<file path="config.mk">
export PLATFORM = sky130hd
export DESIGN_NAME = chk_inst_sequencer
export DESIGN_NICKNAME = d
export VERILOG_FILES = /design/src/rtl/chk_inst_sequencer.sv
export SDC_FILE = /design/constraint.sdc
export NUM_CORES = 1
export LEC_CHECK = 0
export CAP_MARGIN = 10
export CORE_MARGIN = 5
export CORE_UTILIZATION = 34
export CTS_CLUSTER_SIZE = 30
export DETAILED_ROUTE_END_ITERATION = 6
export GPL_TIMING_DRIVEN = 0
export SYNTH_ARGS = -nofsm -noshare
export SYNTH_HDL_FRONTEND = slang
export SYNTH_SLANG_ARGS = --single-unit
</file>
<file path="constraint.sdc">
create_clock -name clk -period 2.25 [get_ports clk]
set_input_delay 0.675 -clock clk [delete_from_list [all_inputs] [get_ports clk]]
set_output_delay 0.675 -clock clk [all_outputs]
set_load 0.1 [all_outputs]
</file>
<file path="src/rtl/chk_inst_sequencer.sv">
// Purpose : fetches instructions from a synchronous ROM, issues them one at a time to the
//           CPU/checker pair, samples the checker's OpDone result and keeps pass/fail scoreboard counts.
// Latency : one instruction every CHK_LAT+3 cycles; OpDone is sampled exactly CHK_LAT cycles after pcEn.
// Backpressure: none. Only one instruction is in flight, and start is ignored while busy.
// Ports:
//   clk, reset (sync, active-low)   start          : run the program from address 0 (idle/done only)
//   imem_addr / imem_data           : ROM address out, data back one cycle later
//   inst / pcEn                     : instruction word and its one-cycle issue strobe
//   OpDone                          : checker verdict, used only in the CHECK cycle
//   busy / done                     : run status
//   pass_cnt / fail_cnt             : saturating scoreboard counters
//   fail_pc / fail_seen             : address of the first failing instruction, plus a sticky flag
module chk_inst_sequencer #(
    parameter int          ADDR_W  = 6,
    parameter int          CHK_LAT = 3,
    parameter int          CNT_W   = 16,
    parameter logic [5:0]  HALT_OP = 6'h3F
) (
    input  logic              clk,
    input  logic              reset,
    input  logic              start,
    output logic [ADDR_W-1:0] imem_addr,
    input  logic [31:0]       imem_data,
    output logic [31:0]       inst,
    output logic              pcEn,
    input  logic              OpDone,
    output logic              busy,
    output logic              done,
    output logic [CNT_W-1:0]  pass_cnt,
    output logic [CNT_W-1:0]  fail_cnt,
    output logic [ADDR_W-1:0] fail_pc,
    output logic              fail_seen
);

    typedef enum logic [2:0] {
        S_IDLE,
        S_FETCH,
        S_LOAD,
        S_ISSUE,
        S_WAIT,
        S_CHECK,
        S_DONE
    } state_t;

    localparam logic [ADDR_W-1:0] LAST_ADDR = '1;
    localparam logic [CNT_W-1:0]  CNT_MAX   = '1;
    // ISSUE accounts for one cycle of latency, so WAIT covers the remaining CHK_LAT-1 cycles.
    localparam logic [3:0]        WAIT_INIT = 4'(CHK_LAT - 1);

    state_t     state;
    logic [3:0] wait_cnt;

    always_ff @(posedge clk) begin
        if (!reset) begin
            state     <= S_IDLE;
            wait_cnt  <= '0;
            imem_addr <= '0;
            inst      <= 32'hFFFF_FFFF;
            pcEn      <= 1'b0;
            busy      <= 1'b0;
            done      <= 1'b0;
            pass_cnt  <= '0;
            fail_cnt  <= '0;
            fail_pc   <= '0;
            fail_seen <= 1'b0;
        end else begin
            // pcEn is a single-cycle strobe. It is raised only on the LOAD->ISSUE edge.
            pcEn <= 1'b0;
            case (state)
                S_IDLE, S_DONE: begin
                    if (start) begin
                        state     <= S_FETCH;
                        imem_addr <= '0;
                        pass_cnt  <= '0;
                        fail_cnt  <= '0;
                        fail_pc   <= '0;
                        fail_seen <= 1'b0;
                        busy      <= 1'b1;
                        done      <= 1'b0;
                    end
                end
                S_FETCH: begin
                    state <= S_LOAD;
                end
                S_LOAD: begin
                    if (imem_data[31:26] == HALT_OP) begin
                        // The halt word is never issued, and inst keeps the last issued word.
                        state <= S_DONE;
                        busy  <= 1'b0;
                        done  <= 1'b1;
                    end else begin
                        // inst is loaded on entry to ISSUE, so it is valid in the same cycle as pcEn.
                        state <= S_ISSUE;
                        inst  <= imem_data;
                        pcEn  <= 1'b1;
                    end
                end
                S_ISSUE: begin
                    wait_cnt <= WAIT_INIT;
                    state    <= (CHK_LAT == 1) ? S_CHECK : S_WAIT;
                end
                S_WAIT: begin
                    if (wait_cnt == 4'd1) begin
                        state <= S_CHECK;
                    end else begin
                        wait_cnt <= wait_cnt - 4'd1;
                    end
                end
                S_CHECK: begin
                    if (OpDone) begin
                        if (pass_cnt != CNT_MAX) begin
                            pass_cnt <= pass_cnt + 1'b1;
                        end
                    end else begin
                        if (fail_cnt != CNT_MAX) begin
                            fail_cnt <= fail_cnt + 1'b1;
                        end
                        if (!fail_seen) begin
                            fail_pc   <= imem_addr;
                            fail_seen <= 1'b1;
                        end
                    end
                    // The last ROM word ends the run. The address never wraps back to 0.
                    if (imem_addr == LAST_ADDR) begin
                        state <= S_DONE;
                        busy  <= 1'b0;
                        done  <= 1'b1;
                    end else begin
                        imem_addr <= imem_addr + 1'b1;
                        state     <= S_FETCH;
                    end
                end
                default: begin
                    state <= S_IDLE;
                    busy  <= 1'b0;
                    done  <= 1'b0;
                end
            endcase
        end
    end

endmodule
</file>
Word level (Yosys, flattened, before mapping)
Index checks and enable logic that the tools add are counted.
Word-level totals
  register bits after elaboration: 87
  output and inout bits: 80
Cells by class
  add/subtract/negate cells: 4
  equality and inequality tests: 22
  muxes and demuxes: 31
  bitwise operators: 2
  reductions and logical operators: 15
Operator list (number)
  16-bit 2-to-1 mux: 5
  16-bit case mux with 2 select lines: 2
  16-bit by 1-bit adder with 16-bit output (second input constant): 2
  16-bit != test (second input constant): 2
  6-bit 2-to-1 mux: 4
  6-bit case mux with 2 select lines: 2
  2-bit != test (second input constant): 11
  3-bit case mux with 6 select lines: 1
  4-bit AND reduction: 4
  6-bit equality test (second input constant): 2
  3-bit 2-to-1 mux: 4
  3-bit equality test (second input constant): 3
  1-bit 2-to-1 mux: 8
  1-bit case mux with 4 select lines: 2
  4-bit case mux with 2 select lines: 1
  2-bit AND reduction: 4
  6-bit by 1-bit adder with 6-bit output (second input constant): 1
  3-bit by 2-bit equality test with 1-bit output (second input constant): 2
  3-bit AND reduction: 2
  4-bit by 1-bit equality test with 1-bit output (second input constant): 1
  4-bit 2-to-1 mux: 1
  2-bit nonzero test: 2
  4-bit by 1-bit subtractor with 4-bit output (second input constant): 1
  3-bit by 1-bit equality test with 1-bit output (second input constant): 1
  5 further kinds: 6

Depth between registers and ports, before layout
Gate-level depths: netlist of the first run.
  word-level depth: 4
  gate-level depth with buffers: 8
  depth with buffers taken out: 7

Worst setup path before layout of the first run
No wires, ideal clock.
  kind: register -> register
  start point: register fail_cnt[0]
  end point: register fail_cnt[7]
  setup time: 0.104 ns
  arrival time: 2.599 ns
  path slack: -0.453 ns
  cell stages (with the launch flop): 8
  path buffers: 1
  period minus slack after synthesis: 2.703 ns
  path through: dfxtp_1 -> ha_1 -> nand4_1 -> or4_1 -> buf_2 -> a41oi_1 -> o21ai_0 -> o41ai_1
On the way
  word-level cells in the longest chain between the ends: 4
  elaborated cells between the ends (all ways): 7
RTL lines
  start, declared: RTL line 30  | output logic [CNT_W-1:0] fail_cnt,
  start signal, assigned: RTL line 116  | fail_cnt <= fail_cnt + 1'b1;
  16-bit by 1-bit adder with 16-bit output: RTL line 116
  16-bit 2-to-1 mux: RTL line 115  | if (fail_cnt != CNT_MAX) begin
  16-bit 2-to-1 mux: RTL line 110  | if (OpDone) begin
  16-bit case mux with 2 select lines: RTL line 69  | case (state)
Parallel ways exist; a longest one is shown, timed or not. The select of a mux whose other input is x is not followed.
A chain may end at the register's enable or synchronous reset.

Worst setup path in the final report of the first run
  start point: register fail_pc[3]
  end point: output fail_pc[3]
RTL lines
  start, declared: RTL line 31  | output logic [ADDR_W-1:0] fail_pc,
  start signal, assigned: RTL line 119  | fail_pc <= imem_addr;
No word-level cell between the ends.

==> results.json, run 1 <==
{
  "outcome": "complete, no violations",
  "final_area_mm2": 0.00571,
  "antenna_cells": 0,
  "synth_area_leader_cell": "dfxtp_1",
  "clock-sinks": 87,
  "synth-seq-area-share": 0.425,
  "ant_nets": 0,
  "leakage_nw": 2.18,
  "setup_viol": 0,
  "grt_max_degree": 14,
  "hold_path.class": "flop to flop",
  "slew_headroom": 0.348,
  "cp.arrival_ps": 1530,
  "gp_congestion": 0.831,
  "slew_violations": 0,
  "skew_ps": 6.21,
  "synth_cell_types": 62,
  "dpl.hpwl_um": 8960,
  "port_buffers": 114,
  "vias_per_cell": 5.28,
  "synth_seq_cells": 87,
  "drtIter0Drc": 251,
  "setup_ws_ps": 43.2,
  "cts_tree": "yes",
  "rows": 40,
  "clk_latency_ps": 340,
  "crit_path_end_kind": "output port",
  "track_usage": 0.171,
  "path_clk_slew_ps": 60,
  "ir_drop_v": 0.000473,
  "die_x_um": 120,
  "syn2layout_area_growth_pct": 39.3,
  "cts_buffer_depth": 2,
  "drc": 0,
  "cts_root_buffer": "clkbuf_16",
  "crit_fanout": 2,
  "dp_slack_ps": -434,
  "ctsHtreeMaxLevel": 3,
  "synthTopCellsByCount": "nand2_1, dfxtp_1, nand3_1",
  "grt_antenna_before_repair": 1,
  "wl_per_cell_um": 15.1,
  "finalNonFillerCells": 802,
  "critPathKind": "flop to output port",
  "grt_pass1_vias": 4187,
  "place_inst": 787,
  "start_util": 0.344,
  "grt-ovfl-total": 0,
  "core_area_mm2": 0.0119,
  "postCtsSetupRepairBufs": 0,
  "nets": 692,
  "hold_ws_ps": 454,
  "syn-cell-area_mm2": 0.00410,
  "crit_required_ps": 1570,
  "synth.avg_cell_area_um2": 7.79,
  "cp_slowest_stage_delay_ps": 860,
  "fmax_mhz": 453,
  "synth_area_leaders": "dfxtp_1, nand2_1, nand3_1",
  "crit_chain": "dlygate4sd2_1",
  "die_area_mm2": 0.0144,
  "synthCells": 526,
  "drt_pass1_iterations": 4,
  "cts_hold_buf": 0,
  "power_mw": 4.34,
  "crit_family": "buffers and inverters",
  "power_density_mw_per_mm2": 761,
  "crit_path_top_delay_cell": "dlygate4sd2_1",
  "place_area_mm2": 0.00547,
  "cts_inserted_buffers": 9,
  "pin_count": 116,
  "maxCapViolCount": 0,
  "finalCriticalPeriod_ps": 2210,
  "yosysWarnings": 0,
  "final_layout_size_suffix_gt1_frac": 0.194,
  "synthArstFlopShare": 0,
  "rsz0062_at_grt": "no",
  "postRouteWirelength_um": 12100,
  "synth.most_common_cell": "nand2_1",
  "vias": 4234,
  "cp.buffers_inverters": 1,
  "tightest_slew_ps": 982,
  "synth_flop_cell": "dfxtp_1",
  "synth_nets": 567,
  "chipHeight_um": 120,
  "start_kind": "flop",
  "hold_viol": 0,
  "synth_edf_count": 0,
  "synth.top_cell.area_share": 0.425,
  "post-route-period-util": 0.981,
  "grt_pass1_wl_um": 20200
}
[state kept, by name, summed over array words and instances (netlist names)]
register   flops
done           1
fail_pc        6
state          3
wait_cnt       4
fail_seen      1
pcEn           1
fail_cnt      16
busy           1
pass_cnt      16
inst          32
imem_addr      6
[routing by layer]
metal | up-vias | track usage | routed length (um)
met5 | - | 0 | 13
met1 | 1946 | 0.203 | 5260
met4 | 2 | 0.0472 | 107
li1 | 2142 | - | -
met2 | 133 | 0.276 | 5590
met3 | 11 | 0.0796 | 1130
[what timing repair did]
action	in CTS	in global routing
pin swaps	0	0
gates resized for setup	155	59
setup endpoints to repair	92	69
[report_power, final]
part / total (mW) / internal (mW) / switching (mW)
Combinational: 1.14 / 0.259 / 0.884
Sequential: 1.68 / 1.63 / 0.0496
Clock: 1.52 / 0.914 / 0.608
[through the flow]
stage          utilization  setup TNS [ps]
4_1_cts              0.484               0
3_5_place_dp         0.459          -20880
2_1_floorplan            -               0
6_report             0.479               0
3_3_place_gp         0.459          -20100
5_1_grt              0.479               0
[tightest hold or removal path: stages (launching register included)]
cell and delay [ps]:
dfxtp_1 300, nand2_1 50, a21oi_1 50
[final timing paths]
check | startpoint | endpoint | slack [ps] | depth (start not counted)
worst max-delay path | fail_pc[3]$_SDFFE_PN0P_ | fail_pc[3] | 40 | 1
worst min-delay path | fail_pc[0]$_SDFFE_PN0P_ | fail_pc[0]$_SDFFE_PN0P_ | 450 | 2
worst max register to register | fail_cnt[0]$_SDFFE_PN0P_ | fail_cnt[7]$_SDFFE_PN0P_ | 130 | 7
worst min register to register | fail_pc[0]$_SDFFE_PN0P_ | fail_pc[0]$_SDFFE_PN0P_ | 450 | 2
[kinds of logic after synthesis]
group	synth area share
DFF	0.425
and+or+nand+nor	0.335
buffers and inverters	0.0397
AOI/OAI and AO/OA	0.171
adders and majority gates	0.0153
xor gates and xnor gates	0.0150
[area by class of cell]
type	instances	area, um^2
buffer	29	130
fill	1226	6200
sequential	87	1790
inverter	11	41.3
clock inverter	3	42.5
multi-input combinational	399	2210
clock buffer	12	256
timing repair buffer	114	1060
tap	147	184
[placed cells by master (no fill, tap or decap), types with 13 or more instances in the layout]
cell type	count
nand2_1	96
nand3_1	66
dfxtp_1	58
nor2_1	43
a21oi_1	33
clkdlybuf4s50_1	33
clkdlybuf4s15_2	29
clkbuf_2	28
dfxtp_2	25
o21ai_0	22
clkdlybuf4s15_1	17
dlygate4sd2_1	15
clkbuf_1	13
nand4_1	13
(Power assumes the default switching activity.)
==> inputs of run 2 (changes only) <==
==> constraint.sdc (replaced) <==
create_clock -name clk -period 2.6 [get_ports clk]
set_input_delay 0.78 -clock clk [delete_from_list [all_inputs] [get_ports clk]]
set_output_delay 0.78 -clock clk [all_outputs]
set_load 0.1 [all_outputs]
==> results.json, run 2 (same netlist as run 1, synthesis figures left out) <==
{
  "tns_ps": 0,
  "cts_root_buffer": "clkbuf_16",
  "clk_latency_ps": 350,
  "dpl.hpwl_um": 9080,
  "cts_hold_buf": 0,
  "hold_path.class": "flop to flop",
  "cts_buffer_depth": 2,
  "crit_required_ps": 1820,
  "finalCriticalPeriod_ps": 2530,
  "final_cell_mix": "nand2_1, dfxtp_1, dlygate4sd2_1",
  "critPathKind": "flop to output port",
  "port_buffers": 114,
  "cts_inserted_buffers": 9,
  "start_kind": "flop",
  "cp.buffers_inverters": 1,
  "track_usage": 0.173,
  "power_density_mw_per_mm2": 670,
  "r2r-end": "fail_cnt[7]$_SDFFE_PN0P_",
  "dp_slack_ps": -202,
  "largestRegisters": "inst x32, fail_cnt x16, pass_cnt x16",
  "rsz0062_at_grt": "no",
  "grt_pass1_vias": 4166,
  "slew_violations": 0,
  "drtIter0Drc": 317,
  "grt_max_degree": 15,
  "crit_path_end_kind": "output port",
  "crit_path_top_delay_cell": "dlygate4sd2_1",
  "postRouteWirelength_um": 12400,
  "skew_ps": 6.09,
  "largest_reg_flops": 32,
  "wl_per_cell_um": 15.4,
  "vias_per_cell": 5.33,
  "core_area_mm2": 0.0119,
  "tightest_slew_ps": 1000,
  "setup_ws_ps": 65.7,
  "grt_pass1_wl_um": 20300,
  "leakage_nw": 2.31,
  "cp.arrival_ps": 1750,
  "crit_fanout": 9,
  "fmax_mhz": 395,
  "fillers": 1227,
  "syn2layout_area_growth_pct": 37.9,
  "ctsHtreeMaxLevel": 3,
  "grt-ovfl-total": 0,
  "hold_viol": 0,
  "drt_pass1_iterations": 5,
  "regMostFlops": "inst",
  "holdCritStartpoint": "fail_pc[2]$_SDFFE_PN0P_",
  "die_x_um": 120,
  "min_to": "fail_pc[2]$_SDFFE_PN0P_",
  "slew_headroom": 0.334,
  "clock-sinks": 87,
  "chipHeight_um": 120,
  "whs_path_depth": 2,
  "post-route-period-util": 0.975,
  "path_clk_slew_ps": 60,
  "antenna_cells": 0,
  "cts_tree": "yes",
  "grt_antenna_before_repair": 0,
  "drc": 0,
  "crit_chain": "dlygate4sd2_1",
  "final_layout_size_suffix_gt1_frac": 0.0716,
  "start_util": 0.344,
  "postCtsSetupRepairBufs": 0,
  "rr_startpoint": "fail_cnt[0]$_SDFFE_PN0P_",
  "rows": 40,
  "outcome": "complete, no violations",
  "vias": 4283,
  "gp_congestion": 0.855,
  "crit_family": "buffers and inverters",
  "ant_nets": 0,
  "ir_drop_v": 0.000463,
  "setup_viol": 0,
  "die_area_mm2": 0.0144,
  "maxCapViolCount": 0,
  "nets": 692,
  "reg2reg_depth": 7,
  "cp_slowest_stage_delay_ps": 910,
  "reg2reg_slack_ps": 440,
  "pin_count": 116,
  "final_common_cell": "nand2_1"
}
## run 2: worst max-delay path by stage
stage	depth (start not counted)	slack [ps]	endpoint	from
after global placement	6	-190	pass_cnt[10]$_SDFFE_PN0P_	start
after floorplan	6	70	fail_cnt[7]$_SDFFE_PN0P_	fail_cnt[2]$_SDFFE_PN0P_
final	1	70	pass_cnt[5]	pass_cnt[5]$_SDFFE_PN0P_
after detailed placement	7	-200	fail_pc[2]$_SDFFE_PN0P_	start
after global routing	1	20	pass_cnt[5]	pass_cnt[5]$_SDFFE_PN0P_
after CTS	1	10	pcEn	pcEn$_SDFF_PN0_
## run 2: power breakdown
| group | switching [mW] | internal, mW |
|---|---|---|
| logic | 0.769 | 0.223 |
| registers | 0.0412 | 1.41 |
| clock network | 0.545 | 0.795 |
## run 2: what timing repair did
item,in CTS,in global routing
setup endpoints to repair,79,9
resized for setup,79,4
pin swaps,0,0
cloned,0,0
## run 2: area by class of cell
type | count | area [um^2] | area share
Sequential cell | 87 | 1750 | 0.309
Tap cell | 147 | 184 | 0.0325
Inverter | 11 | 41.3 | 0.00731
Buffer | 29 | 121 | 0.0215
Clock buffer | 11 | 253 | 0.0447
Timing Repair Buffer | 114 | 1040 | 0.185
Clock inverter | 5 | 56.3 | 0.00996
Multi-Input combinational cell | 399 | 2200 | 0.390
## run 2: metrics by stage
step | instance area (um^2) | util | total power, mW | cells | hold WS, ps
2_1_floorplan | 4100 | - | 2.24 | 526 | 480
3_3_place_gp | 5430 | 0.456 | 2.51 | 787 | 449
3_5_place_dp | 5430 | 0.456 | 2.52 | 787 | 450
4_1_cts | 5640 | 0.473 | 3.84 | 803 | 454
5_1_grt | 5650 | 0.474 | 3.95 | 803 | 486
6_report | 5650 | 0.474 | 3.78 | 803 | 454
## run 2: per-layer routing
metal / wire [um] / vias to the layer above / track usage / part of all wire
li1: - / 2144 / - / -
met1: 5240 / 1980 / 0.202 / 0.42
met4: 129 / 0 / 0.0523 / 0.010
met5: 0 / - / 0 / 0
met2: 5730 / 145 / 0.275 / 0.46
met3: 1280 / 14 / 0.0886 / 0.10
